**config.mk**
```make
export PLATFORM = sky130hd
export DESIGN_NAME = tx_request_arbiter
export DESIGN_NICKNAME = d
export VERILOG_FILES = /design/src/rtl/tx_request_arbiter.sv
export SDC_FILE = /design/constraint.sdc
export NUM_CORES = 1
export LEC_CHECK = 0
export CAP_MARGIN = 0
export CORE_MARGIN = 2
export CORE_UTILIZATION = 40
export DETAILED_ROUTE_END_ITERATION = 10
export PLACE_DENSITY = 0.84
export SLEW_MARGIN = 20
export SYNTH_ARGS = -nofsm -noshare
export SYNTH_HDL_FRONTEND = slang
export SYNTH_SLANG_ARGS = --single-unit
```
**constraint.sdc**
```tcl
create_clock -name clk -period 2.02 [get_ports clk]
set_clock_uncertainty 0.2 [all_clocks]
set_input_delay 0.404 -clock clk [delete_from_list [all_inputs] [get_ports clk]]
set_output_delay 0.404 -clock clk [all_outputs]
set_load 0.005 [all_outputs]
```
**src/rtl/tx_request_arbiter.sv**
```systemverilog
// Purpose: round-robin share of one serial transmitter between two byte requesters.
// Latency: req -> grant/tx_send/tx_data 1 cycle; tx_busy seen -> ack 1 cycle.
// Backpressure: tx_send held until tx_busy; no new launch while tx_busy=1.
// Optional launch timeout: define TX_ARB_TIMEOUT_EN.
module tx_request_arbiter #(
  parameter int DATA_W         = 8,
  parameter int TIMEOUT_CYCLES = 16,
  parameter int TIMEOUT_W      = 5
) (
  input  logic              clk,
  input  logic              reset_n,
  input  logic [1:0]        req,
  input  logic [DATA_W-1:0] data0,
  input  logic [DATA_W-1:0] data1,
  output logic [1:0]        ack,
  output logic [1:0]        grant,
  output logic              tx_send,
  output logic [DATA_W-1:0] tx_data,
  input  logic              tx_busy,
  output logic              tx_err
);

  // The timeout counter must be able to hold TIMEOUT_CYCLES.
  if (2**TIMEOUT_W <= TIMEOUT_CYCLES) begin : g_bad_cfg
    $error("tx_request_arbiter: TIMEOUT_W too small for TIMEOUT_CYCLES");
  end

  typedef enum logic [1:0] {
    S_IDLE      = 2'd0,
    S_LAUNCH    = 2'd1,
    S_WAIT_DONE = 2'd2
  } state_t;

  state_t            state, state_nxt;
  logic [1:0]        ack_nxt, grant_nxt;
  logic              tx_send_nxt;
  logic [DATA_W-1:0] tx_data_nxt;
  logic              last, last_nxt;   // index of the most recent winner
  logic              win;              // index of the requester that wins in IDLE

`ifdef TX_ARB_TIMEOUT_EN
  localparam logic [TIMEOUT_W-1:0] TO_LAST = TIMEOUT_W'(TIMEOUT_CYCLES - 1);
  logic [TIMEOUT_W-1:0] cnt, cnt_nxt;
  logic                 tx_err_nxt;
`endif

  // Pick the sole requester, or the one that did not win last time on a tie.
  always_comb begin
    win = req[1];
    if (req == 2'b11) win = ~last;
  end

  // Next-state and next-output logic; every register defaults to hold, pulses default to 0.
  always_comb begin
    state_nxt   = state;
    ack_nxt     = 2'b00;
    grant_nxt   = grant;
    tx_send_nxt = tx_send;
    tx_data_nxt = tx_data;
    last_nxt    = last;
`ifdef TX_ARB_TIMEOUT_EN
    cnt_nxt     = cnt;
    tx_err_nxt  = 1'b0;
`endif
    case (state)
      S_IDLE: begin
        // A busy transmitter here is a frame we do not own (e.g. left over across reset).
        if (!tx_busy && (req != 2'b00)) begin
          grant_nxt   = win ? 2'b10 : 2'b01;
          tx_data_nxt = win ? data1 : data0;
          tx_send_nxt = 1'b1;
          state_nxt   = S_LAUNCH;
`ifdef TX_ARB_TIMEOUT_EN
          cnt_nxt     = '0;
`endif
        end
      end
      S_LAUNCH: begin
        tx_send_nxt = 1'b1;
        if (tx_busy) begin
          tx_send_nxt = 1'b0;
          ack_nxt     = grant;
          last_nxt    = grant[1];
          state_nxt   = S_WAIT_DONE;
        end
`ifdef TX_ARB_TIMEOUT_EN
        else if (cnt == TO_LAST) begin
          // Transmitter never accepted: abandon the byte without ack, rotate priority.
          tx_send_nxt = 1'b0;
          grant_nxt   = 2'b00;
          tx_err_nxt  = 1'b1;
          last_nxt    = grant[1];
          state_nxt   = S_IDLE;
        end else begin
          cnt_nxt = cnt + 1'b1;
        end
`endif
      end
      S_WAIT_DONE: begin
        tx_send_nxt = 1'b0;
        if (!tx_busy) begin
          grant_nxt = 2'b00;
          state_nxt = S_IDLE;
        end
      end
      default: begin
        tx_send_nxt = 1'b0;
        grant_nxt   = 2'b00;
        state_nxt   = S_IDLE;
      end
    endcase
  end

  // State and registered outputs; last=1 makes requester 0 win the first tie.
  always_ff @(posedge clk or negedge reset_n) begin
    if (!reset_n) begin
      state   <= S_IDLE;
      ack     <= 2'b00;
      grant   <= 2'b00;
      tx_send <= 1'b0;
      tx_data <= '0;
      last    <= 1'b1;
    end else begin
      state   <= state_nxt;
      ack     <= ack_nxt;
      grant   <= grant_nxt;
      tx_send <= tx_send_nxt;
      tx_data <= tx_data_nxt;
      last    <= last_nxt;
    end
  end

`ifdef TX_ARB_TIMEOUT_EN
  // Launch timeout counter and registered error pulse.
  always_ff @(posedge clk or negedge reset_n) begin
    if (!reset_n) begin
      cnt    <= '0;
      tx_err <= 1'b0;
    end else begin
      cnt    <= cnt_nxt;
      tx_err <= tx_err_nxt;
    end
  end
`else
  assign tx_err = 1'b0;
`endif

endmodule
```
==> flow_metrics.tcl, run 1 <==
set metrics [dict create \
    nFillCells 140 \
    synth_nets 81 \
    setup_slack_ns 0.126 \
    p_sw_mw 0.256 \
    post_cts_buffers 0 \
    cts_buffers 3 \
    htree_levels 1 \
    critPathLaunchType "input port" \
    clock_tree.root_cell "clkbuf_4" \
    multiInputGateArea_sq_um 350 \
    hold_viol 0 \
    diodes 0 \
    pwr-share-clk 0.177 \
    clock_latency_ns 0.28 \
    seq_area_sq_um 402 \
    overflow 0 \
    antenna_left 0 \
    syn_area_per_cell_sq_um 13.1 \
    dieHeight_microns 48.3 \
    ioPinCount 35 \
    p_leak_nw 0.510 \
    initial_utilization 0.413 \
    routed_wl_microns 1890 \
    grt_pass1_vias 645 \
    detailed_place.area_sq_um 1180 \
    seq_area_frac_synth 0.511 \
    worst_setup_path_end_kind "register" \
    ir_worst_vdd_mv 0.528 \
    combPwrFrac 0.356 \
    cp.required_ns 2.00 \
    rows 16 \
    final_util 0.634 \
    synthCells 60 \
    grt_max_degree 17 \
    vias_per_cell 4.90 \
    maxCapViolCount 0 \
    cts_tree "yes" \
    gp_congestion 0.765 \
    netSwitchingFraction 0.262 \
    drtPass1Iterations 3 \
    synth_cell_types 23 \
    antenna_found_initial 0 \
    die_x_microns 48.3 \
    final_cells 128 \
    grt_usage 0.186 \
    layout_min_cycle_time_ns 1.89 \
    powerDensity_nw_per_um2 811 \
    grt_pass1_wl_microns 3280 \
    wl_per_cell_microns 14.8 \
    drc 0 \
    power_frac_seq 0.467 \
    critPathMaxStageDelay_ns 0.50 \
    design.die.area_sq_um 2330 \
    hold_buffers 0 \
    max_freq_mhz 528 \
    nNetsFinal 123 \
    drt_iter0_drc 5 \
    clockBufferDepth 2 \
    cts_resized 0 \
    core_area_sq_um 1900 \
    outcome "finished, final reports clean" \
    fin_area_sq_um 1210 \
    rsz0062_at_grt "false" \
    drv_slew 0 \
    syn2layout_area_growth_pct 53.5 \
    drive_gt1_frac 0.248 \
    worstPathCellList "clkdlybuf4s50_1, a21boi_2, buf_4, mux2_1, mux2_2" \
    numPlacedInstances 124 \
    post-route-period-util 0.938 \
    path_max_fanout 6 \
    worstSetupPathType "input port to register" \
    clkTransAtPathRegs_ns 0.09 \
    yosysWarnings 0 \
    hold_class "input port to async pin" \
    critPathArrivalTime_ns 1.87 \
    final.setup.tns_ns 0 \
    p_int_mw 0.722 \
    setup-violations-final 0 \
    syn_area_sq_um 786 \
    hpwl_microns 1490 \
    cts.sinks 16 \
    slowest_stage "clkdlybuf4s50_1" \
    dpl_worst_slack_ns -0.183 \
    vias 627 \
    portBuffers 33 \
    yosys_register_bits 16 \
]
[metal layers]
metal / vias to the layer above / wire (microns) / share of wire / track usage
li1: 295 / - / - / -
met1: 297 / 847 / 0.45 / 0.233
met2: 31 / 908 / 0.48 / 0.308
met3: 4 / 103 / 0.054 / 0.0494
met4: 0 / 33 / 0.017 / 0.0714
met5: - / 0 / 0 / 0
[layout by cell type, fill, tap and decap left out, drive strengths merged]
cell type	n
dfstp	1
o21a	1
inv	1
a21o	1
buf	8
a21boi	1
and3	2
o2bb2ai	2
mux2	16
dfrtp	15
clkbuf	4
o21ba	1
a32oi	1
nand2	3
a2bb2oi	1
nor3	2
nor4	1
clkdlybuf4s50	33
o41a	1
conb	1
and2b	2
nor2	3
[path summary, 6_finish.rpt]
kind / startpoint / endpoint / slack (ns) / cells past startpoint
max reg2reg: last$_DFFE_PN1P_ / tx_data[5]$_DFFE_PN0P_ / 0.31 / 4
max in group asynchronous: reset_n / last$_DFFE_PN1P_ / 1.12 / 2
max: req[1] / tx_data[5]$_DFFE_PN0P_ / 0.13 / 5
min: reset_n / tx_data[1]$_DFFE_PN0P_ / 0.25 / 2
min reg2reg: tx_data[7]$_DFFE_PN0P_ / tx_data[7]$_DFFE_PN0P_ / 0.31 / 1
min in group clk: tx_data[7]$_DFFE_PN0P_ / tx_data[7]$_DFFE_PN0P_ / 0.31 / 1
[stage by stage]
step	hold slack, ns	power [mW]
2_1_floorplan	-0.0916	0.593
3_3_place_gp	0.291	0.799
3_5_place_dp	0.294	0.815
4_1_cts	0.252	0.990
5_1_grt	0.254	1.04
6_report	0.248	0.978
[logic make-up (layout without fill, tap and decap cells)]
group | count (synthesis) | in the layout | share of synthesized area
simple gates | 13 | 13 | 0.107
compound gates | 9 | 9 | 0.105
mux | 16 | 16 | 0.229
flops | 16 | 16 | 0.511
other cells | 1 | 1 | 0.00477
buf+inv | 5 | 46 | 0.0430
[cell usage after synthesis (all sizes together)]
library cell  instances  area share
conb                  1      0.0048
dfstp                 1       0.033
nor4                  1       0.027
a21boi                1       0.014
nor2                  3       0.014
a21o                  1      0.0096
dfrtp                15        0.48
a2bb2oi               1       0.011
and2b                 2       0.022
o2bb2ai               2       0.022
buf                   3       0.033
nand2                 3       0.014
o21ba                 1       0.013
clkbuf                1      0.0048
and3                  2       0.016
a32oi                 1       0.011
nor3                  2       0.013
mux2                 16        0.23
o21a                  1      0.0096
inv                   1      0.0048
o41a                  1       0.014
[registers in the layout, indices dropped and copies added (netlist names)]
signal	flops
grant	2
tx_send	1
ack	2
tx_data	8
last	1
state	2
[final cells by class]
class | count | share of cell area
inverter | 1 | 0.00311
sequential | 16 | 0.333
clock buffer | 4 | 0.0218
tap | 27 | 0.0280
multi-input combinational | 39 | 0.290
timing repair buffer | 41 | 0.324
[power groups by stage]
stage / clock (mW) / combinational, mW / sequential [mW]
finish: 0.173 / 0.348 / 0.456
global placement: 0 / 0.338 / 0.461
global route: 0.194 / 0.377 / 0.470
floorplan: 0 / 0.139 / 0.454
CTS: 0.180 / 0.352 / 0.458
detailed placement: 0 / 0.351 / 0.465
[critical path, delay by kind of cell]
family / cells / cell delay, ns
AO/OA/AOI/OAI: 1 / 0.19
buffers and inverters: 2 / 0.68
multiplexers: 2 / 0.60
Power figures use the tool's default switching activity.
==> run 2, diff against run 1 <==
--- a/config.mk
+++ b/config.mk
@@ -6,11 +6,11 @@
 export NUM_CORES = 1
 export LEC_CHECK = 0
 export CAP_MARGIN = 0
+export CORE_ASPECT_RATIO = 1.25
 export CORE_MARGIN = 2
 export CORE_UTILIZATION = 40
 export DETAILED_ROUTE_END_ITERATION = 10
 export PLACE_DENSITY = 0.84
-export SLEW_MARGIN = 20
 export SYNTH_ARGS = -nofsm -noshare
 export SYNTH_HDL_FRONTEND = slang
 export SYNTH_SLANG_ARGS = --single-unit
==> run 2 against run 1 <==
- clock power is 14% higher
- register-to-register slack better by 0.03 ns
- clock-buffer cell count stayed put
- global-route usage is 2.3 points lower
- utilization is 4.0 points higher
- non-clock buffer count stayed put
- worst hold slack worse by 0.025 ns
- first-iteration DRC count is 40% higher
- power is 3.0% higher
- wire length is 7.7% lower
- largest cell class is now non-clock buffers
- fmax is 0.78% higher
- largest power group unchanged
- cell count is 6.3% lower
==> flow_metrics.tcl, run 2 (synthesis gave the netlist of run 1 again) <==
set metrics [dict create \
    seq_area_sq_um 402 \
    worstSetupPathType "input port to register" \
    final_util 0.674 \
    cts_resized 0 \
    cts_buffers 3 \
    diodes 0 \
    post_cts_buffers 0 \
    detailed_place.area_sq_um 1180 \
    htree_levels 1 \
    portBuffers 33 \
    grt_pass1_vias 661 \
    p_leak_nw 0.520 \
    vias 620 \
    multiInputGateArea_sq_um 350 \
    combPwrFrac 0.350 \
    nFillCells 125 \
    setup_slack_ns 0.140 \
    clockBufferDepth 2 \
    drtPass1Iterations 4 \
    reg2regPathDepth 3 \
    critPathMaxStageDelay_ns 0.48 \
    cp.required_ns 1.98 \
    path_buf_inv 2 \
    grt_usage 0.162 \
    syn2layout_area_growth_pct 55.1 \
    p_sw_mw 0.248 \
    power_frac_seq 0.453 \
    pwr-share-clk 0.197 \
    clock_tree.root_cell "clkbuf_4" \
    fin_area_sq_um 1220 \
    post-route-period-util 0.930 \
    critical_path.top_delay_family "buffers and inverters" \
    cts_tree "yes" \
    hold_buffers 0 \
    drv_slew 0 \
    drc 0 \
    vias_per_cell 5.17 \
    final.setup.tns_ns 0 \
    largest_reg_flops 8 \
    antenna_found_initial 0 \
    grt_max_degree 11 \
    dieHeight_microns 53.6 \
    rows 17 \
    antenna_left 0 \
    nNetsFinal 123 \
    powerDensity_nw_per_um2 827 \
    overflow 0 \
    layout_min_cycle_time_ns 1.88 \
    gp_congestion 0.864 \
    layout_common_cells "clkdlybuf4s50_1, dfrtp_1, mux2_1, mux2_2, buf_4" \
    worstPathCellList "clkdlybuf4s50_1, a21boi_2, buf_12, mux2_1, mux2_2" \
    path_max_fanout 9 \
    ioPinCount 35 \
    design.die.area_sq_um 2340 \
    cp.depth 5 \
    hold_class "input port to async pin" \
    critPathLaunchType "input port" \
    setup-violations-final 0 \
    die_x_microns 43.6 \
    final_common_cell "clkdlybuf4s50_1" \
    ir_worst_vdd_mv 0.587 \
    grt_pass1_wl_microns 2730 \
    p_total_mw 1.01 \
    drt_iter0_drc 7 \
    wl_per_cell_microns 14.6 \
    initial_utilization 0.435 \
    clock_latency_ns 0.27 \
    cts.sinks 16 \
    drive_gt1_frac 0.257 \
    slowest_stage "clkdlybuf4s50_1" \
    maxCapViolCount 0 \
    clkTransAtPathRegs_ns 0.09 \
    rsz0062_at_grt "false" \
    p_int_mw 0.760 \
    netSwitchingFraction 0.246 \
    critPathArrivalTime_ns 1.84 \
    worst_setup_path_end_kind "register" \
    dpl_worst_slack_ns -0.156 \
    routed_wl_microns 1750 \
    outcome "finished, final reports clean" \
    hold_viol 0 \
    hpwl_microns 1440 \
    core_area_sq_um 1810 \
    regMostFlops "tx_data" \
    max_freq_mhz 532 \
]
==> run 2: cell type report <==
cell class / instances / area share
Timing Repair Buffer: 41 / 0.331
Sequential cell: 16 / 0.330
Multi-Input combinational cell: 39 / 0.287
Clock buffer: 4 / 0.0298
Tap cell: 19 / 0.0195
Inverter: 1 / 0.00308
==> run 2: power by group through the flow <==
stage | clock, mW | combinational, mW | sequential [mW]
after floorplan | 0 | 0.139 | 0.454
after global placement | 0 | 0.345 | 0.459
after detailed placement | 0 | 0.356 | 0.464
after CTS | 0.209 | 0.358 | 0.456
after global routing | 0.219 | 0.381 | 0.468
final | 0.198 | 0.353 | 0.456
==> run 2: worst register-to-register path, stage by stage (launching register included) <==
cell and delay (ns):
dfrtp_1 0.49, nor4_4 0.34, buf_4 0.20, mux2_2 0.34
==> run 2: through the flow <==
stage | hold WS (ns) | cells
6_report | 0.223 | 120
5_1_grt | 0.248 | 120
4_1_cts | 0.228 | 120
3_5_place_dp | 0.294 | 116
3_3_place_gp | 0.289 | 116
2_1_floorplan | -0.0916 | 60
==> run 2: final timing paths <==
check                                       start                      to  slack (ns)
setup / recovery                           req[1]  tx_data[3]$_DFFE_PN0P_        0.14
min in group clk           tx_data[1]$_DFFE_PN0P_  tx_data[1]$_DFFE_PN0P_        0.31
hold reg to reg            tx_data[1]$_DFFE_PN0P_  tx_data[1]$_DFFE_PN0P_        0.31
max in group asynchronous                 reset_n    state[1]$_DFFE_PN0P_        0.95
hold / removal                            reset_n  tx_data[2]$_DFFE_PN0P_        0.22
setup reg to reg             state[1]$_DFFE_PN0P_  tx_data[0]$_DFFE_PN0P_        0.34
==> run 2: layer usage <==
metal / global-route usage / vias up / part of all wire
met5: 0 / - / 0
met1: 0.159 / 293 / 0.38
met3: 0.0201 / 4 / 0.073
li1: - / 296 / -
met4: 0.116 / 0 / 0.019
met2: 0.309 / 27 / 0.52
==> run 3, diff against run 2 <==
--- a/config.mk
+++ b/config.mk
@@ -6,11 +6,13 @@
 export NUM_CORES = 1
 export LEC_CHECK = 0
 export CAP_MARGIN = 0
+export CELL_PAD_IN_SITES_DETAIL_PLACEMENT = 0
+export CELL_PAD_IN_SITES_GLOBAL_PLACEMENT = 1
 export CORE_ASPECT_RATIO = 1.25
 export CORE_MARGIN = 2
-export CORE_UTILIZATION = 40
+export CORE_UTILIZATION = 31
 export DETAILED_ROUTE_END_ITERATION = 10
-export PLACE_DENSITY = 0.84
+export PLACE_DENSITY = 0.85
 export SYNTH_ARGS = -nofsm -noshare
 export SYNTH_HDL_FRONTEND = slang
 export SYNTH_SLANG_ARGS = --single-unit
==> run 3 against run 2 <==
- critical path depth unchanged
- via count unchanged
- clock power shrank 13%
- flip-flop and latch count did not move
- first-iteration DRC count decreased by 43%
- worst setup slack improved by 0.018 ns
- utilization fell by 17 points
- critical endpoint unchanged
- largest cell class is now flip-flops and latches
- largest power group unchanged
- highest routed layer unchanged
==> flow_metrics.tcl, run 3 (synthesis gave the netlist of run 1 again) <==
set metrics [dict create \
    design.die.area_sq_um 2960 \
    vias 620 \
    critPathMaxStageDelay_ns 0.47 \
    powerDensity_nw_per_um2 796 \
    grt_usage 0.127 \
    power_frac_seq 0.467 \
    drc 0 \
    drtPass1Iterations 4 \
    reg2regPathDepth 4 \
    cts_tree "yes" \
    syn2layout_area_growth_pct 55.4 \
    slowest_stage "clkdlybuf4s50_1" \
    r2r_end "tx_data[3]$_DFFE_PN0P_" \
    portBuffers 33 \
    maxCapViolCount 0 \
    largest_reg_flops 8 \
    r2r_slack_ns 0.34 \
    critPathArrivalTime_ns 1.83 \
    htree_levels 1 \
    grt_pass1_vias 650 \
    path_max_fanout 4 \
    clock_tree.root_cell "clkbuf_4" \
    worst_setup_path_end_kind "register" \
    clockBufferDepth 2 \
    nFillCells 224 \
    drive_gt1_frac 0.255 \
    vias_per_cell 4.59 \
    gp_congestion 0.799 \
    multiInputGateArea_sq_um 350 \
    worstSetupPathType "input port to register" \
    netSwitchingFraction 0.255 \
    grt_max_degree 17 \
    regMostFlops "tx_data" \
    cts_buffers 3 \
    overflow 0 \
    busiest_layer "met2" \
    p_int_mw 0.724 \
    diodes 0 \
    p_total_mw 0.972 \
    dieHeight_microns 60.3 \
    rsz0062_at_grt "false" \
    post-route-period-util 0.922 \
    r2r_start "last$_DFFE_PN1P_" \
    use_met1 0.127 \
    die_x_microns 49.0 \
    hold_buffers 0 \
    core_area_sq_um 2430 \
    drt_iter0_drc 4 \
    wl_per_cell_microns 12.1 \
    ioPinCount 35 \
    antenna_left 0 \
    layout_min_cycle_time_ns 1.86 \
    routed_wl_microns 1630 \
    grt.met2_usage 0.217 \
    combPwrFrac 0.356 \
    seq_area_sq_um 402 \
    worstPathCellList "clkdlybuf4s50_1, a21boi_2, buf_4, mux2_1, mux2_2" \
    hold_class "input port to async pin" \
    final_cells 135 \
    critical_path.top_delay_family "buffers and inverters" \
    clkTransAtPathRegs_ns 0.09 \
    antenna_found_initial 0 \
    ir_worst_vdd_mv 0.402 \
    cts_resized 0 \
    drv_slew 0 \
    path_buf_inv 2 \
    grt_pass1_wl_microns 2850 \
    cts.sinks 16 \
    hpwl_microns 1310 \
    p_leak_nw 0.515 \
    outcome "finished, final reports clean" \
    hold_viol 0 \
    pwr-share-clk 0.177 \
    max_freq_mhz 537 \
    grtUsageMet3 0.0550 \
    layout_common_cells "clkdlybuf4s50_1, dfrtp_1, buf_4" \
    critPathLaunchType "input port" \
    p_sw_mw 0.247 \
    clock_latency_ns 0.29 \
    cp.required_ns 1.99 \
    nNetsFinal 124 \
    numPlacedInstances 131 \
    post_cts_buffers 0 \
    rows 20 \
    initial_utilization 0.324 \
    setup-violations-final 0 \
    final_common_cell "clkdlybuf4s50_1" \
]
## run 3: changes by cell type in the layout (fill, tap and decap cells not counted)
cell	before	now
clkbuf_1	0	1
buf_12	1	0
buf_4	7	9
clkbuf_8	1	0
## run 3: per-stage QoR
step	utilization	TNS [ns]	setup WS (ns)	hold WS (ns)	cell area [sq um]
2_1_floorplan	-	0	0.356	-0.0916	786
3_3_place_gp	0.492	-0.777	-0.105	0.290	1190
3_5_place_dp	0.492	-0.981	-0.130	0.295	1190
5_1_grt	0.503	0	0.0958	0.231	1220
6_report	0.503	0	0.158	0.228	1220
4_1_cts	0.503	0	0.160	0.235	1220
## run 3: how the worst max path moves through the flow
| stage | startpoint | to | cells after the start |
|---|---|---|---|
| floorplan | req[1] | tx_data[0]$_DFFE_PN0P_ | 3 |
| CTS | req[1] | tx_data[7]$_DFFE_PN0P_ | 5 |
| detailed placement | req[1] | tx_data[7]$_DFFE_PN0P_ | 5 |
| global placement | req[1] | tx_data[0]$_DFFE_PN0P_ | 5 |
| global route | req[1] | tx_data[3]$_DFFE_PN0P_ | 5 |
| finish | req[1] | tx_data[3]$_DFFE_PN0P_ | 5 |
## run 3: worst register-to-register path, stage by stage (launching register included)
cell and delay (ns):
dfstp_2 0.57, a21boi_2 0.08, buf_4 0.16, mux2_1 0.31, mux2_2 0.26
## run 3: layout make-up
type | instances | area share
timing repair buffer | 42 | 0.326
inverter | 1 | 0.00307
tap | 33 | 0.0338
sequential | 16 | 0.329
clock buffer | 4 | 0.0215
multi-input combinational | 39 | 0.287
## run 3: power groups by stage
stage / Sequential [mW] / Combinational (mW) / Clock, mW
finish: 0.454 / 0.346 / 0.172
global route: 0.467 / 0.374 / 0.198
CTS: 0.456 / 0.352 / 0.183
detailed placement: 0.463 / 0.350 / 0
global placement: 0.461 / 0.344 / 0
floorplan: 0.454 / 0.139 / 0
## run 3: metal layers
layer	part of all wire	wire length [microns]
met2	0.46	746
met3	0.11	178
met5	0	0
met4	0.025	40
met1	0.41	664
